File: src/rtl/fb_write_sched.sv
// Frame-buffer write scheduler: takes pixels from a UART or camera source and
// feeds them one word at a time to the SDRAM write FIFO, with frame framing.
module fb_write_sched #(
  parameter int MAX_PIX  = 307200,
  parameter int LOAD_CYC = 4,
  parameter int CNT_W    = 19
) (
  input  logic             clk,
  input  logic             rst_n,
  input  logic             start,
  input  logic             abort,
  input  logic             src_sel,
  input  logic [7:0]       uart_data,
  input  logic             uart_valid,
  input  logic [15:0]      cam_data,
  input  logic             cam_valid,
  input  logic             wr_ready,
  output logic [15:0]      wr_data,
  output logic             wr_en,
  output logic             wr_load,
  output logic             busy,
  output logic             frame_done,
  output logic [CNT_W-1:0] pix_cnt,
  output logic             ovf
);

  // state   | meaning
  // S_IDLE  | waiting for start
  // S_LOAD  | wr_load held high for LOAD_CYC cycles, counter cleared
  // S_STREAM| pixels flow through the 1-entry holding register
  // S_DONE  | one-cycle frame_done pulse, then back to idle
  typedef enum logic [1:0] {S_IDLE, S_LOAD, S_STREAM, S_DONE} state_t;

  localparam int LW = (LOAD_CYC > 1) ? $clog2(LOAD_CYC) : 1;
  localparam logic [CNT_W-1:0] MAX_CNT   = CNT_W'(MAX_PIX);
  localparam logic [LW-1:0]    LOAD_INIT = LW'(LOAD_CYC - 1);

  if (CNT_W < $clog2(MAX_PIX + 1)) begin : g_bad_cnt_w
    $error("fb_write_sched: CNT_W too small for MAX_PIX");
  end

  state_t            r_state;
  logic [LW-1:0]     r_load_cnt;
  logic              r_sel;
  logic              r_hold_v;
  logic [15:0]       r_hold_d;
  logic [CNT_W-1:0]  r_pix_cnt;
  logic              r_ovf;
  logic              r_wr_load;
  logic              r_busy;
  logic              r_frame_done;

  logic              w_strobe;
  logic [15:0]       w_din;
  logic              w_wr_en;
  logic              w_last;

  assign w_strobe = r_sel ? cam_valid : uart_valid;
  assign w_din    = r_sel ? cam_data : {8'h00, uart_data};
  // hold_v is only ever set in STREAM and is cleared on leaving it
  assign w_wr_en  = r_hold_v & wr_ready;
  assign w_last   = w_wr_en && (r_pix_cnt == MAX_CNT - 1'b1);

  always_ff @(posedge clk or negedge rst_n) begin
    if (!rst_n) begin
      r_state      <= S_IDLE;
      r_load_cnt   <= '0;
      r_sel        <= 1'b0;
      r_hold_v     <= 1'b0;
      r_hold_d     <= '0;
      r_pix_cnt    <= '0;
      r_ovf        <= 1'b0;
      r_wr_load    <= 1'b0;
      r_busy       <= 1'b0;
      r_frame_done <= 1'b0;
    end else begin
      r_frame_done <= 1'b0;
      case (r_state)
        S_IDLE: begin
          if (start) begin
            r_state    <= S_LOAD;
            r_sel      <= src_sel;
            r_load_cnt <= LOAD_INIT;
            r_pix_cnt  <= '0;
            r_ovf      <= 1'b0;
            r_wr_load  <= 1'b1;
            r_busy     <= 1'b1;
          end
        end
        S_LOAD: begin
          if (abort) begin
            r_state      <= S_DONE;
            r_wr_load    <= 1'b0;
            r_frame_done <= 1'b1;
          end else if (r_load_cnt == '0) begin
            r_state   <= S_STREAM;
            r_wr_load <= 1'b0;
          end else begin
            r_load_cnt <= r_load_cnt - 1'b1;
          end
        end
        S_STREAM: begin
          if (w_wr_en && (r_pix_cnt != MAX_CNT))
            r_pix_cnt <= r_pix_cnt + 1'b1;
          // a slot is free if empty or emptying this cycle
          if (w_strobe && (!r_hold_v || wr_ready)) begin
            r_hold_v <= 1'b1;
            r_hold_d <= w_din;
          end else if (w_strobe) begin
            r_ovf <= 1'b1;
          end else if (w_wr_en) begin
            r_hold_v <= 1'b0;
          end
          if (abort || w_last) begin
            r_state      <= S_DONE;
            r_hold_v     <= 1'b0;
            r_frame_done <= 1'b1;
          end
        end
        S_DONE: begin
          r_state <= S_IDLE;
          r_busy  <= 1'b0;
        end
        default: r_state <= S_IDLE;
      endcase
    end
  end

  assign wr_en      = w_wr_en;
  assign wr_data    = r_hold_d;
  assign wr_load    = r_wr_load;
  assign busy       = r_busy;
  assign frame_done = r_frame_done;
  assign pix_cnt    = r_pix_cnt;
  assign ovf        = r_ovf;

endmodule

File: config.mk
export PLATFORM = sky130hd
export DESIGN_NAME = fb_write_sched
export DESIGN_NICKNAME = d
export VERILOG_FILES = /design/src/rtl/fb_write_sched.sv
export SDC_FILE = /design/constraint.sdc
export NUM_CORES = 1
export LEC_CHECK = 0
export CORE_ASPECT_RATIO = 1.4
export CORE_MARGIN = 4
export CORE_UTILIZATION = 45
export CTS_CLUSTER_SIZE = 28
export DETAILED_ROUTE_END_ITERATION = 16
export PLACE_DENSITY = 0.77
export SETUP_SLACK_MARGIN = 0.1
export SYNTH_ARGS = -nofsm -noshare
export SYNTH_HDL_FRONTEND = slang
export SYNTH_SLANG_ARGS = --single-unit
File: constraint.sdc
create_clock -name clk -period 3.54 [get_ports clk]
set_clock_uncertainty 0.2 [all_clocks]
set_input_delay 0.354 -clock clk [delete_from_list [all_inputs] [get_ports clk]]
set_output_delay 0.354 -clock clk [all_outputs]
set_load 0.02 [all_outputs]
==> impl_metrics.py, run 1 <==
metrics = {
    "die": {
        "core_um2": 4950,
        "ios": 72,
        "die_h_um": 93.3,
        "rows": 30,
        "dieArea_um2": 6430,
        "initial_core_util_pct": 47.2,
        "die_w_um": 68.9,
    },
    "pwr": {
        "total_leakage_power_nw": 1.39,
        "vdd_drop_max_v": 0.000239,
        "p_per_area_nw_per_um2": 618,
    },
    "placement": {
        "placed_cell_area_um2": 3110,
        "gp_congestion": 0.902,
        "dpl.hpwl_mm": 4.28,
        "place_inst": 382,
        "place_ws_ns": 0.867,
        "port_buffers": 71,
    },
    "clocking": {
        "h-tree-depth": 2,
        "post_cts_resized": 0,
        "worst_skew_pair.late_latency_ns": 0.29,
        "path_clk_slew_ns": 0.08,
        "hold_buffers": 0,
        "clk_path_buf_depth": 2,
        "clock-root-buffer": "clkbuf_8",
        "cts_buffers": 5,
        "cts_tree": "done",
        "postCtsSetupRepairBufs": 0,
        "clock-sinks": 45,
    },
    "yosys": {
        "ys_top_cells_by_area": "dfrtp_1 (48%), o21ai_0 (6.4%), nand2_1 (6.3%)",
        "async_reset_ff_share_pct": 100,
        "syn_avg_cell_area_um2": 9.21,
        "ys.flop_type": "dfrtp_1",
        "yosysTopAreaCellShare_pct": 48.2,
        "ys_ff_latch": 45,
        "synth_cell_types": 37,
        "synthesis.nets": 293,
        "synthCells": 254,
        "yosysSeqAreaShare_pct": 48.2,
        "synth_common_cells": "dfrtp_1 (45), nand2_1 (39), o21ai_0 (30)",
        "syn_area_um2": 2340,
        "synth_warnings": 0,
        "synth_top_area_cell": "dfrtp_1",
        "yosysMostFrequentCell": "dfrtp_1",
        "synth_edf_count": 0,
    },
    "finish": {
        "layout-drive-gt1-share_pct": 6.44,
        "stdcell_count": 390,
        "nets": 364,
        "final_area_um2": 3210,
        "n_antenna_cell": 0,
        "syn_to_final_growth_pct": 37.2,
    },
    "drt": {
        "vias_per_cell": 5.38,
        "first_pass_iters": 5,
        "wl_per_cell_um": 14.8,
        "routed_wl_mm": 5.79,
        "drtAntennaViolNets": 0,
        "drcViolationCount": 0,
        "via_count": 2099,
        "drtIter0Drc": 145,
    },
    "sta": {
        "period_needed_ns": 2.66,
        "fin_ws_ns": 0.875,
        "fin_crit_sh_pct": 75.3,
        "maxSlewHeadroom_pct": 34.7,
        "drv_slew": 0,
        "rsz0062_at_grt": "false",
        "fin_tns_setup_ns": 0,
        "finalHoldViolCount": 0,
        "max_freq_mhz": 375,
        "tightest_slew_ns": 0.980,
        "setup_viol": 0,
    },
    "job": {
        "cap_viol_max_count": 0,
    },
    "worst_setup_path": {
        "reg2reg_depth": 6,
        "reg2reg_from": "pix_cnt[0]$_DFFE_PN0P_",
        "rrSetupSlack_ns": 0.88,
        "critPathLaunchType": "flip-flop",
        "r2r_end": "r_state[0]$_DFFE_PN0P_",
        "crit_fanout": 4,
        "cp-end-kind": "flip-flop",
        "critPathKind": "reg2reg",
        "arrival_ns": 2.65,
        "cp_data_required_time_ns": 3.52,
    },
    "global_route": {
        "grt_start_max_net_pins": 46,
        "grt_pass1_wl_mm": 9.40,
        "grt_usage_pct": 18.9,
        "antenna_found_initial": 0,
        "overflow": 0,
        "grt_pass1_vias": 2009,
    },
    "run_status": {
        "status": "finished clean",
    },
    "min_path": {
        "hold_path.class": "in2async",
    },
}
[cell type report]
class                   count  area, µm²
multi-input cells         190       1140
fillers                   434       1750
clock buffers               7       96.3
well taps                  64       80.1
inverters                   9       33.8
repair buffers             74        728
flip-flops and latches     45       1130
clock inverters             1       5.00
[flip-flops by register name, indices dropped and copies added (netlist names)]
| name | flops |
|---|---|
| frame_done | 1 |
| r_hold_v | 1 |
| r_sel | 1 |
| r_load_cnt | 2 |
| busy | 1 |
| wr_load | 1 |
| r_state | 2 |
| wr_data | 16 |
| pix_cnt | 19 |
| ovf | 1 |
[routing by layer]
layer / part of all wire [%] / track usage, %
met2: 48 / 30.1
met4: 2.2 / 6.34
met1: 42 / 24.5
met3: 7.8 / 4.93
met5: 0 / 0
[cell families (layout without fill, tap and decap cells)]
kind of cell	after synthesis	after routing	synth area share, %
xor+xnor	14	14	5.24
buf+inv	19	91	3.10
flops	45	45	48.2
simple gates	110	110	23.1
mux	12	12	5.30
fa+ha+maj	7	7	3.75
compound gates	47	47	11.3
[worst max-delay path: stages, from the launching register on]
cell     delay, ns
dfrtp_1       0.39
ha_1          0.19
nand3_1       0.12
or4_1         0.53
or4b_1        0.57
a221o_1       0.34
a32o_1        0.21
[worst max-delay path by stage]
| stage | start | endpoint |
|---|---|---|
| global route | pix_cnt[0]$_DFFE_PN0P_ | r_state[0]$_DFFE_PN0P_ |
| detailed placement | abort | r_state[0]$_DFFE_PN0P_ |
| floorplan | pix_cnt[1]$_DFFE_PN0P_ | r_state[0]$_DFFE_PN0P_ |
| global placement | abort | r_state[0]$_DFFE_PN0P_ |
| finish | pix_cnt[0]$_DFFE_PN0P_ | r_state[0]$_DFFE_PN0P_ |
| CTS | pix_cnt[0]$_DFFE_PN0P_ | r_state[0]$_DFFE_PN0P_ |
[stage by stage]
step | power (mW) | utilization (%) | hold slack [ns]
finish | 1.98 | 64.8 | 0.0198
global route | 2.13 | 64.8 | 0.100
CTS | 2.00 | 64.8 | 0.0542
detailed placement | 1.66 | 62.7 | 0.272
global placement | 1.63 | 62.7 | 0.261
floorplan | 1.29 | - | -0.142
[power breakdown]
part	leakage (nW)	internal [mW]	switching, mW
Combinational	0.746	0.408	0.469
Clock	0.0542	0.176	0.166
Sequential	0.588	0.646	0.118
[cell usage in the layout (no fill, tap or decap), types with 3 or more instances in the layout]
cell type	netlist	layout
nand2_1	39	39
ha_1	7	7
nand4_1	3	3
nor4_1	6	6
nand2b_1	3	3
a21oi_1	8	8
clkdlybuf4s50_1	0	70
dfrtp_1	45	45
nand3_1	14	14
buf_4	0	3
clkbuf_8	0	7
nor3b_1	3	3
mux2_2	3	3
nor2_1	24	24
xor2_1	14	14
mux2i_1	9	9
inv_1	9	9
o21ai_0	30	30
nand4b_1	3	3
Power figures use the tool's default switching activity.
==> run 2: changes to the inputs <==
--- a/config.mk
+++ b/config.mk
@@ -7,10 +7,10 @@
 export LEC_CHECK = 0
 export CORE_ASPECT_RATIO = 1.4
 export CORE_MARGIN = 4
-export CORE_UTILIZATION = 45
+export CORE_UTILIZATION = 42
 export CTS_CLUSTER_SIZE = 28
 export DETAILED_ROUTE_END_ITERATION = 16
-export PLACE_DENSITY = 0.77
+export PLACE_DENSITY = 0.76
 export SETUP_SLACK_MARGIN = 0.1
 export SYNTH_ARGS = -nofsm -noshare
 export SYNTH_HDL_FRONTEND = slang
==> constraint.sdc (replaced) <==
create_clock -name clk -period 2.4 [get_ports clk]
set_clock_uncertainty 0.2 [all_clocks]
set_input_delay 0.24 -clock clk [delete_from_list [all_inputs] [get_ports clk]]
set_output_delay 0.24 -clock clk [all_outputs]
set_load 0.02 [all_outputs]
==> run 2 against run 1 <==
Compared with the run above:
- the run now ends with setup timing left
- critical path depth is the same
- setup slack lost 0.92 ns
- power grew 61%
- die area grew 6.4%
- wire length grew 16%
- cell area grew 11%
- largest cell class unchanged
==> impl_metrics.py, run 2 (synthesis results as in run 1) <==
metrics = {
    "run_status": {
        "status": "finished with violations",
        "violations": "setup timing",
    },
    "sta": {
        "rsz0062_at_grt": "true",
        "period_needed_ns": 2.45,
        "fin_ws_ns": -0.0494,
        "maxSlewHeadroom_pct": 58.1,
        "tightest_slew_ns": 0.629,
        "finalHoldViolCount": 0,
        "drv_slew": 0,
        "max_freq_mhz": 408,
        "setup_viol": 2,
        "fin_crit_sh_pct": 102,
    },
    "die": {
        "core_um2": 5280,
        "initial_core_util_pct": 44.3,
        "rows": 31,
        "die_h_um": 96.3,
        "ios": 72,
        "dieArea_um2": 6840,
        "die_w_um": 71.1,
    },
    "worst_setup_path": {
        "cp-end-kind": "flip-flop",
        "arrival_ns": 2.44,
        "crit_chain": "ha_4, nand3_2, or4_4, or4b_4, a221o_1, a32o_1",
        "crit_path_max_incr_delay_ns": 0.54,
        "rrSetupSlack_ns": -0.05,
        "reg2reg_from": "pix_cnt[0]$_DFFE_PN0P_",
        "cp_data_required_time_ns": 2.39,
        "r2r_end": "r_state[0]$_DFFE_PN0P_",
        "reg2reg_depth": 6,
        "critPathKind": "reg2reg",
        "critPathLaunchType": "flip-flop",
        "crit_start": "pix_cnt[0]$_DFFE_PN0P_",
        "crit_fanout": 2,
        "slowest_stage": "or4b_4",
    },
    "clocking": {
        "cts_buffers": 5,
        "clk_path_buf_depth": 2,
        "clock-root-buffer": "clkbuf_8",
        "cts_tree": "done",
        "clock-sinks": 45,
        "h-tree-depth": 2,
        "path_clk_slew_ns": 0.09,
        "worst_skew_pair.late_latency_ns": 0.30,
    },
    "drt": {
        "wl_per_cell_um": 15.8,
        "drtIter0Drc": 128,
        "first_pass_iters": 5,
        "routed_wl_mm": 6.73,
        "drcViolationCount": 0,
        "drtAntennaViolNets": 0,
        "via_count": 2296,
        "vias_per_cell": 5.39,
    },
    "finish": {
        "n_fill_cell": 451,
        "layout_commonest_cell": "clkdlybuf4s50_1",
        "final_area_um2": 3560,
        "layout-drive-gt1-share_pct": 18.1,
        "syn_to_final_growth_pct": 52.3,
        "stdcell_count": 426,
        "n_antenna_cell": 0,
        "postLayoutCoreUtil_pct": 67.5,
        "layout_common_cells": "clkdlybuf4s50_1 (70), dfrtp_1 (43), nand2_1 (38), buf_4 (34), o21ai_0 (29)",
        "largest_reg_flops": 19,
        "nets": 398,
    },
    "placement": {
        "place_inst": 411,
        "gp_congestion": 0.880,
        "port_buffers": 71,
        "dpl.hpwl_mm": 4.99,
        "placed_cell_area_um2": 3350,
    },
    "global_route": {
        "antenna_found_initial": 0,
        "grt_start_max_net_pins": 33,
        "grt_pass1_wl_mm": 10.9,
        "overflow": 0,
        "grt_pass1_vias": 2315,
        "grt_usage_pct": 20.4,
    },
    "pwr": {
        "finalPower_mw": 3.20,
        "vdd_drop_max_v": 0.000482,
        "p_per_area_nw_per_um2": 899,
        "total_leakage_power_nw": 1.57,
    },
    "min_path": {
        "min_to": "wr_data[8]$_DFFE_PN0P_",
        "min-delay-start": "cam_data[8]",
        "min_path_cells": 3,
        "hold_path.class": "in2reg",
    },
    "job": {
        "cap_viol_max_count": 0,
    },
}
==> run 2: changes by cell type in the layout (fill, tap and decap cells not counted), sizes merged <==
cell | previous run | this run
clkbuf | 7 | 6
dlygate4sd3 | 0 | 1
bufinv | 0 | 1
buf | 4 | 37
==> run 2: area by class of cell <==
type                    count  area (µm²)  area share, %
multi-input cells         190        1200           33.8
flip-flops and latches     45        1130           31.7
repair buffers            108        1000           28.1
well taps                  66        82.6           2.32
clock buffers               6        72.6           2.04
clock inverters             2        38.8           1.09
inverters                   9        33.8          0.949
==> run 2: per-stage QoR <==
step / hold WS [ns] / TNS [ns] / setup slack [ns]
2_1_floorplan: -0.256 / -0.181 / -0.132
3_3_place_gp: 0.0861 / -0.0423 / -0.0423
3_5_place_dp: 0.0940 / -0.102 / -0.0921
4_1_cts: 0.274 / -0.126 / -0.0740
5_1_grt: 0.294 / -0.142 / -0.0940
6_report: 0.277 / -0.0533 / -0.0494
==> run 2: what timing repair did <==
action | in CTS | in global routing
endpoints found under the setup margin | 4 | 11
hold endpoints to repair | 23 | 0
hold buffers | 1 | 0
resized for setup | 6 | 6
pin swaps | 10 | 4
buffers inserted | 5 | 1
==> run 2: power by group <==
group / internal [mW] / switching, mW / leakage [nW]
combinational: 0.723 / 0.828 / 0.929
clock: 0.313 / 0.264 / 0.0554
sequential: 0.957 / 0.115 / 0.585
==> run 2: per-layer routing <==
| metal | vias up | part of all wire [%] | GRT usage, % |
|---|---|---|---|
| li1 | 1095 | - | - |
| met1 | 1116 | 38 | 22.1 |
| met2 | 71 | 56 | 38.0 |
| met3 | 14 | 3.8 | 3.66 |
| met4 | 0 | 1.9 | 9.87 |
| met5 | - | 0 | 0 |
==> run 2: worst max-delay path, delay by kind of cell (launching register included) <==
| family | cells | cell delay, ns |
|---|---|---|
| fa+ha+maj | 1 | 0.14 |
| flops | 1 | 0.40 |
| simple gates | 3 | 1.08 |
| compound gates | 2 | 0.51 |
==> run 2: how the worst max path moves through the flow <==
stage | slack (ns) | cells after the start | endpoint
final | -0.05 | 6 | r_state[0]$_DFFE_PN0P_
after global routing | -0.09 | 6 | r_state[0]$_DFFE_PN0P_
after CTS | -0.07 | 6 | r_state[0]$_DFFE_PN0P_
after global placement | -0.04 | 6 | r_state[0]$_DFFE_PN0P_
after detailed placement | -0.09 | 6 | r_state[0]$_DFFE_PN0P_
after floorplan | -0.13 | 6 | r_state[0]$_DFFE_PN0P_
